File: config.mk
export PLATFORM = sky130hd
export DESIGN_NAME = led_matrix_scanner
export DESIGN_NICKNAME = d
export VERILOG_FILES = /design/src/rtl/led_scan_pkg.sv /design/src/rtl/led_frame_dbuf.sv /design/src/rtl/led_matrix_scanner.sv
export SDC_FILE = /design/constraint.sdc
export NUM_CORES = 1
export LEC_CHECK = 0
export CAP_MARGIN = 20
export CORE_MARGIN = 4
export CORE_UTILIZATION = 57
export DETAILED_ROUTE_END_ITERATION = 7
export GPL_TIMING_DRIVEN = 1
export PLACE_DENSITY = 0.8
export SKIP_LAST_GASP = 1
export SLEW_MARGIN = 15
export SYNTH_ARGS = -nofsm -noshare
export SYNTH_HDL_FRONTEND = slang
export SYNTH_HIERARCHICAL = 1
export SYNTH_SLANG_ARGS = --single-unit
File: constraint.sdc
create_clock -name clk_2 -period 2.1 [get_ports clk_2]
set_input_delay 0.21 -clock clk_2 [delete_from_list [all_inputs] [get_ports clk_2]]
set_output_delay 0.21 -clock clk_2 [all_outputs]
set_load 0.01 [all_outputs]
File: src/rtl/led_scan_pkg.sv
// Shared types and constants for the row-multiplexed LED matrix scanner.
package led_scan_pkg;

  typedef enum logic [1:0] {
    S_IDLE  = 2'd0,
    S_BLANK = 2'd1,
    S_DRIVE = 2'd2
  } scan_state_t;

  // Single-bit off levels; replicated to the row/column width at use.
  localparam logic ROW_OFF  = 1'b0;
  localparam logic DATA_OFF = 1'b1;

  // Counter width for a count of 0..bound-1, never narrower than one bit.
  function automatic int unsigned cnt_width(input int unsigned bound);
    return (bound > 1) ? $clog2(bound) : 1;
  endfunction

endpackage

File: src/rtl/led_frame_dbuf.sv
// Shadow/display frame buffers with a one-deep pending flag; swaps on the frame wrap.
module led_frame_dbuf
  import led_scan_pkg::*;
#(
  parameter int unsigned ROWS = 8,
  parameter int unsigned COLS = 8
) (
  input  logic                 clk_2,
  input  logic                 _rst,
  input  logic                 frame_valid,
  input  logic [ROWS*COLS-1:0] frame_data,
  input  logic                 idle,
  input  logic                 wrap,
  output logic                 frame_ready,
  output logic                 accept,
  output logic [ROWS*COLS-1:0] display
);

  logic [ROWS*COLS-1:0] display_q, display_d;
  logic [ROWS*COLS-1:0] shadow_q, shadow_d;
  logic                 pending_q, pending_d;
  logic                 ready_q, ready_d;
  logic                 swap;

  // ready_q is only high while nothing is pending, so data is never sampled then.
  assign accept = frame_valid && ready_q;
  assign swap   = wrap && pending_q;

  always_comb begin
    display_d = display_q;
    shadow_d  = shadow_q;
    pending_d = pending_q;
    if (swap) begin
      display_d = shadow_q;
      pending_d = 1'b0;
    end
    if (accept) begin
      if (idle) begin
        display_d = frame_data;
      end else begin
        shadow_d  = frame_data;
        pending_d = 1'b1;
      end
    end
    // Ready comes back one edge after the swap, not on the swap edge itself.
    ready_d = ~pending_d & ~swap;
  end

  always_ff @(posedge clk_2 or negedge _rst) begin
    if (!_rst) begin
      display_q <= '0;
      shadow_q  <= '0;
      pending_q <= 1'b0;
      ready_q   <= 1'b1;
    end else begin
      display_q <= display_d;
      shadow_q  <= shadow_d;
      pending_q <= pending_d;
      ready_q   <= ready_d;
    end
  end

  assign frame_ready = ready_q;
  assign display     = display_q;

endmodule

File: src/rtl/led_matrix_scanner.sv
// Row-multiplexed LED matrix driver: blank/drive scan FSM with tear-free frame swap.
// Optional LED_SCAN_BRIGHTNESS_EN adds a per-row brightness (dwell duty) input.
module led_matrix_scanner
  import led_scan_pkg::*;
#(
  parameter int unsigned ROWS         = 8,
  parameter int unsigned COLS         = 8,
  parameter int unsigned BLANK_CYCLES = 1,
  parameter int unsigned DWELL_CYCLES = 4
) (
  input  logic                 clk_2,
  input  logic                 _rst,
  input  logic                 frame_valid,
  input  logic [ROWS*COLS-1:0] frame_data,
`ifdef LED_SCAN_BRIGHTNESS_EN
  input  logic [$clog2(DWELL_CYCLES+1)-1:0] brightness,
`endif
  output logic                 frame_ready,
  output logic [ROWS-1:0]      row,
  output logic [COLS-1:0]      data_n,
  output logic                 frame_done
);

  localparam int unsigned RowW   = cnt_width(ROWS);
  localparam int unsigned BlankW = cnt_width(BLANK_CYCLES);
  localparam int unsigned DwellW = cnt_width(DWELL_CYCLES);

  localparam logic [RowW-1:0]   RowLast   = RowW'(ROWS - 1);
  localparam logic [BlankW-1:0] BlankLast = BlankW'(BLANK_CYCLES - 1);
  localparam logic [DwellW-1:0] DwellLast = DwellW'(DWELL_CYCLES - 1);

  scan_state_t          state_q, state_d;
  logic [RowW-1:0]      row_idx_q, row_idx_d;
  logic [BlankW-1:0]    blank_cnt_q, blank_cnt_d;
  logic [DwellW-1:0]    dwell_cnt_q, dwell_cnt_d;
  logic [ROWS-1:0]      row_q, row_d;
  logic [COLS-1:0]      data_n_q, data_n_d;
  logic                 frame_done_q, frame_done_d;
  logic                 accept, wrap, drive_on;
  logic [ROWS*COLS-1:0] display;

  led_frame_dbuf #(
    .ROWS (ROWS),
    .COLS (COLS)
  ) u_dbuf (
    .clk_2       (clk_2),
    ._rst        (_rst),
    .frame_valid (frame_valid),
    .frame_data  (frame_data),
    .idle        (state_q == S_IDLE),
    .wrap        (wrap),
    .frame_ready (frame_ready),
    .accept      (accept),
    .display     (display)
  );

  assign wrap = (state_q == S_DRIVE) && (dwell_cnt_q == DwellLast) && (row_idx_q == RowLast);

  always_comb begin
    state_d     = state_q;
    row_idx_d   = row_idx_q;
    blank_cnt_d = blank_cnt_q;
    dwell_cnt_d = dwell_cnt_q;
    unique case (state_q)
      S_IDLE: begin
        if (accept) begin
          state_d     = S_BLANK;
          row_idx_d   = '0;
          blank_cnt_d = '0;
        end
      end
      S_BLANK: begin
        if (blank_cnt_q == BlankLast) begin
          state_d     = S_DRIVE;
          dwell_cnt_d = '0;
        end else begin
          blank_cnt_d = blank_cnt_q + BlankW'(1);
        end
      end
      S_DRIVE: begin
        if (dwell_cnt_q == DwellLast) begin
          state_d     = S_BLANK;
          blank_cnt_d = '0;
          row_idx_d   = (row_idx_q == RowLast) ? '0 : row_idx_q + RowW'(1);
        end else begin
          dwell_cnt_d = dwell_cnt_q + DwellW'(1);
        end
      end
      default: state_d = S_IDLE;
    endcase
  end

`ifdef LED_SCAN_BRIGHTNESS_EN
  localparam int unsigned BrW = $clog2(DWELL_CYCLES + 1);
  logic [BrW-1:0] bright_q, bright_d, bright_eff;

  // Brightness is taken live on the first dwell cycle and held for the rest of the row.
  assign bright_eff = (dwell_cnt_q == '0) ? brightness : bright_q;
  assign bright_d   = (state_q == S_DRIVE && dwell_cnt_q == '0) ? brightness : bright_q;
  assign drive_on   = (state_q == S_DRIVE) && (BrW'(dwell_cnt_q) < bright_eff);

  always_ff @(posedge clk_2 or negedge _rst) begin
    if (!_rst) bright_q <= '0;
    else       bright_q <= bright_d;
  end
`else
  assign drive_on = (state_q == S_DRIVE);
`endif

  // Outputs register the current state, so they trail the FSM by one edge.
  always_comb begin
    row_d        = {ROWS{ROW_OFF}};
    data_n_d     = {COLS{DATA_OFF}};
    frame_done_d = wrap;
    if (drive_on) begin
      row_d    = ROWS'(1) << row_idx_q;
      data_n_d = ~display[row_idx_q*COLS +: COLS];
    end
  end

  always_ff @(posedge clk_2 or negedge _rst) begin
    if (!_rst) begin
      state_q      <= S_IDLE;
      row_idx_q    <= '0;
      blank_cnt_q  <= '0;
      dwell_cnt_q  <= '0;
      row_q        <= {ROWS{ROW_OFF}};
      data_n_q     <= {COLS{DATA_OFF}};
      frame_done_q <= 1'b0;
    end else begin
      state_q      <= state_d;
      row_idx_q    <= row_idx_d;
      blank_cnt_q  <= blank_cnt_d;
      dwell_cnt_q  <= dwell_cnt_d;
      row_q        <= row_d;
      data_n_q     <= data_n_d;
      frame_done_q <= frame_done_d;
    end
  end

  assign row        = row_q;
  assign data_n     = data_n_q;
  assign frame_done = frame_done_q;

endmodule
# Yosys cells after proc, flatten, opt, wreduce, memory -nomap -nowiden
# Index checks and enable logic that the tools add are counted.
# Widths: inputs -> output; s select.
[op_classes]
addsub = 3
mul = 0
div = 0
magnitude_cmp = 0
n_eq_ne = 8
shifts = 2
mux = 23
n_bitwise = 5
n_reduce_logical = 13
[op_table]
columns = ["op", "n"]
rows = [
  ["$mux 64", 3],
  ["$shiftx 64x7->8", 1],
  ["$mux 8", 2],
  ["$reduce_and 3->1", 4],
  ["$mux 2", 5],
  ["$mux 3", 3],
  ["$not 8->8", 1],
  ["$shl 1x3->8 const A", 1],
  ["$mux 1", 6],
  ["$ne 2x2->1 const B", 3],
  ["$pmux 2 s3", 1],
  ["$pmux 3 s2", 1],
  ["$eq 2x2->1 const B", 2],
  ["$logic_and 1x1->1", 4],
  ["$pmux 2 s2", 1],
  ["$reduce_bool 2->1", 2],
  ["$add 3x1->3 const B", 1],
  ["$eq 3x3->1 const B", 1],
  ["$not 1->1", 3],
  ["$pmux 1 s3", 1],
  ["$reduce_bool 3->1", 1],
  ["$add 2x1->2 const B", 1],
  ["$eq 2x1->1 const B", 1],
  ["$logic_not 2->1", 1],
  ["4 further kinds", 4],
]
[totals]
regBits = 155
latch_bits = 0
ram_bits = 0
mem_bits_ro = 0
output_inout_bits = 18
word_cells = 65
memories = 0

# Logic depth before layout (Yosys ltp)
[logic_depth]
ltp_word = 9
ltp_mapped = 8
mapped_depth_nobuf = 5

# Modules after synthesis
# Netlist, hierarchy kept.
[modules_own_cells]
columns = ["module", "instances", "cells_each", "area_per_inst_um2", "seq_area_each_um2"]
rows = [
  ["led_frame_dbuf", 1, 518, 6443.7, 3254.4],
  ["led_matrix_scanner", 1, 134, 1530.2, 610.6],
]

# Least setup slack after synthesis
# No wires, ideal clock.
[synth_timing]
path_kind = "reg2reg"
from = "register row_idx_q[0]"
to = "register u_dbuf.display_q[10] (netlist: u_dbuf/display[10])"
t_arrival_ps = 1758
required_ps = 2018
path_slack_ps = 260
path_stages_with_launch = 8
cell_sequence = "dfrtp_1 > ha_1 > ha_1 > and3_1 > buf_2 > clkbuf_1 > a21bo_2 > a31oi_1"
[synth_via]
elab_chain_len = 6
[synth_lines]
columns = ["item", "line", "text"]
rows = [
  ["from (decl)", "led_matrix_scanner.sv:33", "logic [RowW-1:0] row_idx_q, row_idx_d;"],
  ["from (signal assigned)", "led_matrix_scanner.sv:132", "row_idx_q <= row_idx_d;"],
  ["$eq 3x3->1 *", "led_matrix_scanner.sv:57", "assign wrap = (state_q == S_DRIVE) && (dwell_cnt_q == DwellLast) && (row_idx_q == RowLast);"],
  ["$logic_and 1x1->1 *", "led_matrix_scanner.sv:57", ""],
  ["named net frame_done_d", "led_matrix_scanner.sv:38", "logic frame_done_q, frame_done_d;"],
  ["$logic_and 1x1->1 *", "led_frame_dbuf.sv:27", "assign swap = wrap && pending_q;"],
  ["$mux 64 *", "led_frame_dbuf.sv:33", "if (swap) begin"],
  ["$mux 64", "led_frame_dbuf.sv:38", "if (idle) begin"],
  ["$mux 64 *", "led_frame_dbuf.sv:37", "if (accept) begin"],
  ["named net u_dbuf.display_d[10]", "led_frame_dbuf.sv:19", "logic [ROWS*COLS-1:0] display_q, display_d;"],
  ["to (signal assigned)", "led_frame_dbuf.sv:56", "display_q <= display_d;"],
  ["to (decl)", "led_frame_dbuf.sv:19", ""],
]
# The timed path passes the listed nets; every way through them passes the cells marked *.
# A chain may end at the register's enable or synchronous reset.

# Final worst setup path
[layout_timing]
from = "register row_idx_q[0]"
to = "register u_dbuf.display_q[30] (netlist: u_dbuf/display[30])"
# Same word-level chain as after synthesis.

==> impl_metrics.tcl <==
set metrics [dict create \
    slowest_stage "dfrtp_1" \
    die_w_um 126.3 \
    dpl.hpwl_mm 12.21 \
    yosys_warnings 6 \
    highest_layer "met4" \
    clock_path_buffers 2 \
    finish.utilization 0.7112 \
    post-route-period-util 0.9168 \
    ys_seq_area_frac 0.4847 \
    cts_htree_levels 4 \
    synth_cell_types 33 \
    cp-end-kind "flip-flop" \
    initial_core_util 0.5927 \
    crit_top_cell "ha_1" \
    drv_slew 0 \
    vias 5803 \
    dp.cells 863 \
    path_max_fanout 47 \
    setup_viol 0 \
    reg2regPathDepth 7 \
    synthArstFlopShare 1.000 \
    die_h_um 126.3 \
    worst_slack_ps 174.8 \
    syn_area_per_cell_um2 12.23 \
    cts_tree "yes" \
    synth_edf_count 0 \
    nets 781 \
    grt_pass1_vias 5978 \
    r2r_start "row_idx_q[0]" \
    cp_slowest_stage_delay_ps 360 \
    grt_usage 0.2472 \
    design.core.area_mm2 0.01345 \
    drtIter0Drc 654 \
    drc_errors 0 \
    rsz0062_at_grt "no" \
    relSlewSlack 0.5031 \
    place_ws_ps 231.4 \
    critPathKind "reg -> reg" \
    p_leak_nw 4.487 \
    hold_viol 0 \
    grt_overflow_total 0 \
    status "finished, final reports clean" \
    grt_max_degree 67 \
    cts_inserted_buffers 17 \
    yosysMostFrequentCell "dfrtp_1" \
    crit_buf_inv 2 \
    max_freq_mhz 519.4 \
    worst_ep_arrival_time_ps 2250 \
    drt_pass1_iterations 7 \
    synth_top_area_cell "dfrtp_1" \
    crit_end "u_dbuf/display[30]" \
    area_growth_syn_to_layout_pct 19.99 \
    cts_sinks 154 \
    antenna_found_initial 0 \
    power_density_mw_per_mm2 670.4 \
    reg2reg_to "u_dbuf/display[30]" \
    rows 42 \
    ctsResizeCount 0 \
    ys_ff_latch 154 \
    layout_min_cycle_time_ps 1925 \
    postRouteAntennaNets 0 \
    m1WireLength_mm 8.534 \
    clk_pin_slew_ps 60 \
    instances_no_fill 896 \
    pin_count 85 \
    crit_start "row_idx_q[0]" \
    cp_top_family "buffers and inverters" \
    place.gp.congestion 0.8494 \
    tightest_slew_ps 743.9 \
    syn_nets 726 \
    cp.required_ps 2430 \
    synth_top_cell_area_share 0.4550 \
    power_mw 6.414 \
    yosys_most_used_dff "dfrtp_1" \
    fillers 973 \
    synth_area_leaders "dfrtp_1 46%, a21bo_2 8.0%, and4b_1 8.0%" \
    start_kind "flip-flop" \
    wl_met2_mm 9.204 \
    routed-wl-met3_mm 1.117 \
    synthesis.instances 652 \
    path_cells "ha_1 > ha_1 > and3_4 > buf_12 > buf_4 > nand3_1 > a31oi_1" \
    clock_latency_ps 420 \
    fin_tns_setup_ps 0 \
    port-buffer-count 84 \
    hold_class "in -> async" \
    drive_above_1_share 0.2778 \
    fin_skew_ps 9.735 \
    cts_root_buffer "clkbuf_16" \
    syn_area_mm2 0.007974 \
    path_depth 7 \
    r2r_slack_ps 170 \
    synth_common_cells "145 x dfrtp_1, 72 x nand3_1, 64 x a21bo_2, 64 x a31oi_1, 64 x and4b_1" \
    vias_per_cell 6.477 \
    diodes 0 \
    peakVddDrop_v 0.0005142 \
    wl_per_cell_um 21.49 \
    max-cap-violations 0 \
    drt_wl_total_mm 19.25 \
    die-area_mm2 0.01595 \
    grt_first_pass_wirelength_mm 31.71 \
]
what timing repair did:
action / CTS / global route
hold buffers: 1 / 0
buffers inserted: 0 / 0
setup endpoints to repair: 0 / 0
hold endpoints to repair: 46 / 0
worst register-to-register path, delay by kind of cell (launching register included):
kind	cells	cell delay, ps
buffers and inverters	2	450
AO/OA/AOI/OAI	1	210
flip-flops	1	360
adder cells (fa/ha/maj)	2	380
AND/OR/NAND/NOR	2	430
metal layers:
layer	track usage	vias to the layer above
li1	-	2584
met2	0.3834	235
met3	0.04276	29
met5	0	-
met1	0.3535	2955
met4	0.08707	0
placed cells by master (no fill, tap or decap), types with 3 or more instances in the layout:
master and instances:
a21bo_2 64, a22o_1 3, a22oi_1 16, a31oi_1 64, and2_1 5, and3_1 6
and4b_1 64, buf_12 6, buf_4 18, clkbuf_16 17, clkbuf_8 9, clkdlybuf4s50_1 83
dfrtp_1 144, dfstp_2 9, ha_1 7, inv_1 4, mux2_2 26, mux2_4 39
mux2i_1 34, nand3_1 72, nor2b_1 4
cells by family (layout without fill, tap and decap cells):
group / after synthesis / after routing / share of synthesized area
AOI/OAI and AO/OA: 151 / 151 / 0.1522
adders and majority gates: 7 / 7 / 0.01098
buffers and inverters: 77 / 145 / 0.04958
DFF: 154 / 154 / 0.4847
muxes: 100 / 100 / 0.1557
and+or+nand+nor: 163 / 163 / 0.1469
where the power goes:
part / internal (mW) / total (mW) / switching [mW]
clock network: 2.03 / 3.19 / 1.16
logic: 0.135 / 0.251 / 0.115
registers: 2.97 / 2.97 / 0
total: 5.14 / 6.41 / 1.28
worst min path at each step:
| stage | endpoint | slack, ps | depth (start not counted) |
|---|---|---|---|
| 6_report | u_dbuf/shadow_q[60] | 320 | 2 |
| 5_1_grt | u_dbuf/shadow_q[46] | 370 | 2 |
| 4_1_cts | u_dbuf/shadow_q[60] | 350 | 2 |
| 3_5_place_dp | u_dbuf/shadow_q[60] | 210 | 1 |
| 3_3_place_gp | u_dbuf/shadow_q[55] | 210 | 1 |
| 2_1_floorplan | dwell_cnt_q[0] | -90 | 0 |
area by class of cell:
cell class / count / area [um^2] / area share
clock buffer: 27 / 553.0 / 0.05780
clock inverter: 5 / 77.57 / 0.008108
inverter: 4 / 15.01 / 0.001569
multi-input combinational: 421 / 3726 / 0.3894
sequential: 154 / 3869 / 0.4043
tap: 176 / 220.2 / 0.02302
timing repair buffer: 109 / 1107 / 0.1157
sequential cells by signal (all words and copies together) (netlist names):
signal / count
data_n: 8
dwell_cnt_q: 2
frame_done: 1
row: 8
row_idx_q: 3
state_q: 2
u_dbuf/display: 64
u_dbuf/frame_ready: 1
u_dbuf/pending_q: 1
u_dbuf/shadow_q: 64
stage by stage:
step	instance area (um^2)	hold WS [ps]
finish	9568	322.5
global route	9568	374.1
CTS	9568	347.3
detailed placement	8927	211.0
global placement	8927	206.7
floorplan	7974	-85.59
Power figures use the tool's default switching activity.
